$ cat src/rtl/pc_pkg.sv
// pc_pkg: shared types and sizing helpers for the program-counter unit.
package pc_pkg;
  typedef enum logic [2:0] {SEL_HOLD, SEL_RET, SEL_JUMP, SEL_BRANCH, SEL_SEQ} next_sel_e;
  function automatic int ptr_width(input int depth);
    return (depth > 2) ? $clog2(depth) : 1;
  endfunction
  function automatic int align_bits(input int inc);
    return $clog2(inc);
  endfunction
endpackage

$ cat src/rtl/ras_stack.sv
// ras_stack: circular return-address stack with saturating count and overflow/underflow pulses.
module ras_stack
  import pc_pkg::*;
#(
  parameter int WIDTH     = 32,
  parameter int RAS_DEPTH = 4
) (
  input  logic             clk,
  input  logic             rst_n,
  input  logic             push,
  input  logic             pop,
  input  logic [WIDTH-1:0] push_data,
  output logic [WIDTH-1:0] top,
  output logic             empty,
  output logic             full,
  output logic             overflow,
  output logic             underflow
);
  localparam int PW = ptr_width(RAS_DEPTH);
  localparam int CW = $clog2(RAS_DEPTH + 1);
  logic [WIDTH-1:0] mem [RAS_DEPTH];
  logic [PW-1:0] ptr, ptr_inc, ptr_dec, ptr_n;
  logic [CW-1:0] cnt, cnt_n;
  logic swap, pop_ok;
  assign top = mem[ptr];
  // swap: simultaneous pop+push on a non-empty stack rewrites the top in place
  always_comb begin
    swap    = push & pop & ~empty;
    pop_ok  = pop & ~push & ~empty;
    ptr_inc = (ptr == PW'(RAS_DEPTH - 1)) ? '0 : ptr + 1'b1;
    ptr_dec = (ptr == '0) ? PW'(RAS_DEPTH - 1) : ptr - 1'b1;
    ptr_n   = swap ? ptr : push ? ptr_inc : pop_ok ? ptr_dec : ptr;
    cnt_n   = swap ? cnt : push ? (full ? cnt : cnt + 1'b1) : pop_ok ? cnt - 1'b1 : cnt;
  end
  always_ff @(posedge clk or negedge rst_n) begin
    if (!rst_n) begin
      ptr       <= '0;
      cnt       <= '0;
      empty     <= 1'b1;
      full      <= 1'b0;
      overflow  <= 1'b0;
      underflow <= 1'b0;
    end else begin
      ptr       <= ptr_n;
      cnt       <= cnt_n;
      empty     <= cnt_n == '0;
      full      <= cnt_n == CW'(RAS_DEPTH);
      overflow  <= push & ~pop & full;
      underflow <= pop & empty;
    end
  end
  always_ff @(posedge clk)
    if (push) mem[ptr_n] <= push_data;
endmodule

$ cat src/rtl/pc_sequencer.sv
// pc_sequencer: architectural PC register with prioritised next-PC selection,
// target alignment and a return-address stack for call/return.
module pc_sequencer
  import pc_pkg::*;
#(
  parameter int               WIDTH     = 32,
  parameter int               INC       = 4,
  parameter logic [WIDTH-1:0] RESET_VEC = '0,
  parameter int               RAS_DEPTH = 4
) (
  input  logic             clk,
  input  logic             reset,
  input  logic             stall,
  input  logic             branch_taken,
  input  logic [WIDTH-1:0] branch_offset,
  input  logic             jump,
  input  logic [WIDTH-1:0] jump_target,
  input  logic             call,
  input  logic             ret,
  output logic [WIDTH-1:0] pc_output,
  output logic [WIDTH-1:0] pc_plus,
  output logic             ras_empty,
  output logic             ras_full,
  output logic             ras_overflow,
  output logic             ras_underflow,
  output logic             misalign
);
  localparam int               ALIGN_BITS = align_bits(INC);
  localparam logic [WIDTH-1:0] LOW        = WIDTH'(INC - 1);
  next_sel_e        sel;
  logic [WIDTH-1:0] ras_top, target, pc_n;
  logic             chk, mis_n;
  assign pc_plus = pc_output + WIDTH'(INC);
  always_comb begin
    sel    = stall ? SEL_HOLD : ret ? SEL_RET : jump ? SEL_JUMP : branch_taken ? SEL_BRANCH : SEL_SEQ;
    target = (sel == SEL_RET) ? (ras_empty ? pc_plus : ras_top) :
             (sel == SEL_JUMP) ? jump_target : pc_output + branch_offset;
    chk    = (sel == SEL_RET && !ras_empty) || sel == SEL_JUMP || sel == SEL_BRANCH;
    mis_n  = chk && ALIGN_BITS != 0 && |(target & LOW);
    pc_n   = (sel == SEL_HOLD) ? pc_output : (sel == SEL_SEQ) ? pc_plus :
             chk ? (target & ~LOW) : target;
  end
  always_ff @(posedge clk or negedge reset) begin
    if (!reset) begin
      pc_output <= RESET_VEC;
      misalign  <= 1'b0;
    end else begin
      pc_output <= pc_n;
      misalign  <= mis_n;
    end
  end
  ras_stack #(.WIDTH(WIDTH), .RAS_DEPTH(RAS_DEPTH)) u_ras (
    .clk       (clk),
    .rst_n     (reset),
    .push      (call & ~stall),
    .pop       (ret & ~stall),
    .push_data (pc_plus),
    .top       (ras_top),
    .empty     (ras_empty),
    .full      (ras_full),
    .overflow  (ras_overflow),
    .underflow (ras_underflow)
  );
endmodule
$ cat config.mk
export PLATFORM = sky130hd
export DESIGN_NAME = pc_sequencer
export DESIGN_NICKNAME = d
export VERILOG_FILES = /design/src/rtl/pc_pkg.sv /design/src/rtl/ras_stack.sv /design/src/rtl/pc_sequencer.sv
export SDC_FILE = /design/constraint.sdc
export NUM_CORES = 1
export LEC_CHECK = 0
export ABC_AREA = 1
export BUFFER_PORTS_ARGS = -buffer_cell sky130_fd_sc_hd__buf_4
export CORE_MARGIN = 2
export CORE_UTILIZATION = 55
export CTS_BUF_LIST = sky130_fd_sc_hd__clkbuf_4
export CTS_CLUSTER_DIAMETER = 50
export DETAILED_ROUTE_END_ITERATION = 8
export PLACE_DENSITY = 0.79
export SYNTH_ARGS = -nofsm -noshare
export SYNTH_HDL_FRONTEND = slang
export SYNTH_HIERARCHICAL = 1
export SYNTH_SLANG_ARGS = --single-unit
export TNS_END_PERCENT = 1
$ cat constraint.sdc
create_clock -name clk -period 4.4 [get_ports clk]
set_input_delay 0.22 -clock clk [delete_from_list [all_inputs] [get_ports clk]]
set_output_delay 0.22 -clock clk [all_outputs]
set_load 0.02 [all_outputs]
==> flow_summary_export.csv <==
group,metric,value,unit
status,outcome,"finished clean",
setup_path,worst-setup-path-type,"reg2out",
setup_path,cpMostUsedCell,"nor2_1",
layout,multi_input_area,0.00495,mm2
setup_path,critPathMaxStageDelay,0.58,ns
clocking,post-cts-setup-buffers,0,
sta,fin_crit,3.09,ns
synth,synth-edff-count,128,
synth,synthAdderAreaFrac,4.36,%
drt,drc,0,
drt,drt_first_pass_iters,6,
synth,synth_top_family_by_area,"simple AND/OR/NAND/NOR gates",
floorplan,io_pins,140,
drt,wl_per_cell,17.2,um
drt,dr.first_iter.drc_count,788,
synth,synth_common_cells,"442 x nand2_1, 189 x inv_1, 147 x nor2_1",
clocking,clock_sinks,170,
pwr,clkPwrFrac,9.7,%
sta,hold_viol,0,
clocking,path_clk_slew,0.14,ns
global_route,grt_pass1_wl,47.8,mm
pwr,cellPowerDensity,659,mW/mm2
placement,gp_congestion,1.01,
synth,synth_xor_area_share,3.06,%
global_route,grt_usage,30.7,%
synth,synth_area_leader_cell,"edfxtp_1",
sta,skew,0.0233,ns
pwr,p_int,0.00401,W
floorplan,die_w,144,um
synth,synth_top_flop_cell,"edfxtp_1",
floorplan,die-height,144,um
global_route,antenna_found_initial,1,
setup_path,required,4.18,ns
layout,synthToLayoutAreaGrowth,13.9,%
synth,synth_cell_type_count,43,
floorplan,die_area,0.0207,mm2
layout,stdcell_count,1809,
clocking,ctsHtreeMaxLevel,4,
sta,fmax,324,MHz
synth,synth-simple-area-share,27.6,%
clocking,clock-root-buffer,"clkbuf_4",
sta,drv_slew,0,
sta,slew_headroom,32.3,%
setup_path,cp.arrival,2.87,ns
setup_path,path_buf_inv,1,
synth,ys_seq_area_share,45.4,%
synth,yosysMostFrequentCell,"nand2_1",
setup_path,crit_fanout,6,
drt,routed_via_density,5.47,
placement,post-dp-hpwl,23.4,mm
pwr,sw_frac_of_total,50.5,%
setup_path,cp-start-kind,"flop",
pwr,p_total,0.00810,W
synth,synth_cells,1405,
sta,setup_tns,0,ns
synth,synth_nets,1513,
layout,layout.area.seq,0.00490,mm2
clocking,cts_resized,0,
synth,synth.area.mux_share,0,%
floorplan,initial_core_util,55.8,%
synth,ys_ff_latch,170,
pwr,power_frac_comb,56.6,%
layout,fillCellCount,1716,
layout,nets,1638,
global_route,grt-ovfl-total,0,
floorplan,core_area,0.0193,mm2
synth,synth_top_area_share,35.7,%
sta,rsz0062_at_grt,"no",
sta,final-setup-viol-count,0,
clocking,worstSkewPairLatency,0.57,ns
floorplan,rows,51,
synth,synth-compound-area-share,10.8,%
job,max-cap-violations,0,
clocking,cts_tree,"built",
layout,post-route-util,63.5,%
setup_path,crit_path_end_kind,"output pin",
synth,netlist_top_cells_area,"edfxtp_1 36%, nand2_1 15%, dfrtp_1 9.5%, inv_1 6.6%, nor2_1 5.1%",
synth,syn-mean-instance-area,7.67,um2
synth,synth.yosys.warnings,6,
pwr,pwr-share-seq,33.7,%
clocking,cts_buffer_depth,2,
drt,drt-total-wl,31.2,mm
pwr,ir_worst_vdd,0.320,mV
placement,dp_cells,1774,
clocking,cts_buffers,17,
setup_path,cpLargestDelayFamily,"simple AND/OR/NAND/NOR gates",
synth,syn-cell-area,0.0108,mm2
global_route,grt_max_degree,68,
setup_path,worstPathCellList,"nand2_2 -> nor2_1 -> nand4_1 -> nor2_1 -> nand2_1 -> xnor2_1 -> buf_4",
drt,vias,9892,
drt,drtAntennaViolNets,0,
setup_path,slowest_stage,"dfrtp_1",
placement,port_buffers,139,
sta,tightestPinTransition,1.02,ns
sta,finalCritPeriodShare,70.1,%
synth,async_reset_ff_share,24.7,%
layout,drive_gt1_share,14.6,%
hold_path,hold_path_class,"in2reg",
pwr,leakagePower,5.88,nW
global_route,grt_pass1_vias,9159,
pwr,switchingPower,0.00409,W
worst register-to-register path, cell delays in order, from the launching register on:
cell and delay (ns):
dfrtp_1 1.03, inv_1 0.16, ha_1 0.38, nand2_1 0.14, o211ai_1 0.18, nor2_2 0.49
buf_12 0.26
metal layers:
layer	GRT usage [%]	vias up	share of wire, %
met2	50.3	448	47
li1	-	4825	-
met1	42.5	4584	43
met4	8.15	0	1.6
met5	0	-	0
met3	5.33	35	8.7
registers in the layout (all words and copies together) (netlist names):
register	count
u_ras/cnt	3
u_ras/overflow	1
misalign	1
u_ras/full	1
u_ras/mem	128
u_ras/empty	1
u_ras/ptr	2
pc_output	32
u_ras/underflow	1
through the flow:
step,worst slack [ns],cell area [um2],hold WS [ns]
after floorplan,1.23,10800,-0.0756
after global placement,1.62,12000,0.253
after detailed placement,1.54,12000,0.258
after CTS,1.28,12300,0.00118
after global routing,1.16,12300,0.0434
final,1.31,12300,0.0375
cells in the final DEF, fill, tap and decap left out, drive strengths merged, types with 5 or more instances in the layout:
cell type / n
nand2: 449
inv: 199
nor2: 160
buf: 147
edfxtp: 128
o21ai: 110
nand3: 67
dfrtp: 41
a21oi: 37
ha: 36
o22ai: 35
xor2: 24
nor3: 20
clkbuf: 18
xnor2: 12
a22oi: 10
nand4: 10
clkinv: 8
o211ai: 5
final timing paths:
kind                                 from          endpoint  cells past startpoint  slack (ns)
setup / recovery             pc_output[7]       pc_plus[27]                      7        1.31
hold / removal             jump_target[0]          misalign                      5        0.04
setup reg to reg             u_ras/ptr[1]  u_ras/mem[3][25]                      6        1.47
hold reg to reg              u_ras/cnt[2]      u_ras/cnt[2]                      3        0.58
max in group asynchronous           reset      u_ras/ptr[0]                      2        3.78
min in group asynchronous           reset     pc_output[22]                      2        0.20
repair_timing:
action,4_1_cts,5_1_grt
hold buffers,2,0
endpoints found under the hold margin,42,0
setup endpoints to repair,0,0
logic make-up (layout without fill, tap and decap cells):
| kind of cell | Yosys count | in the layout |
|---|---|---|
| compound gates | 209 | 209 |
| xor+xnor | 36 | 36 |
| fa+ha+maj | 37 | 37 |
| buf+inv | 238 | 376 |
| flops | 170 | 170 |
| other cells | 0 | 1 |
| simple gates | 715 | 715 |
layout make-up:
class,instances,share of cell area [%]
Inverter,195,5.96
Antenna cell,1,0.0204
Timing Repair Buffer,149,9.25
Multi-Input combinational cell,997,40.3
Sequential cell,170,39.9
Clock buffer,18,1.10
Clock inverter,14,0.805
Tap cell,265,2.70
power by group through the flow:
stage	registers, W	logic, W	clock network [W]
floorplan	0.00272	0.00290	0
global placement	0.00274	0.00443	0
detailed placement	0.00274	0.00451	0
CTS	0.00271	0.00453	0.000796
global route	0.00276	0.00506	0.000851
finish	0.00273	0.00458	0.000785
(Power assumes the default switching activity.)
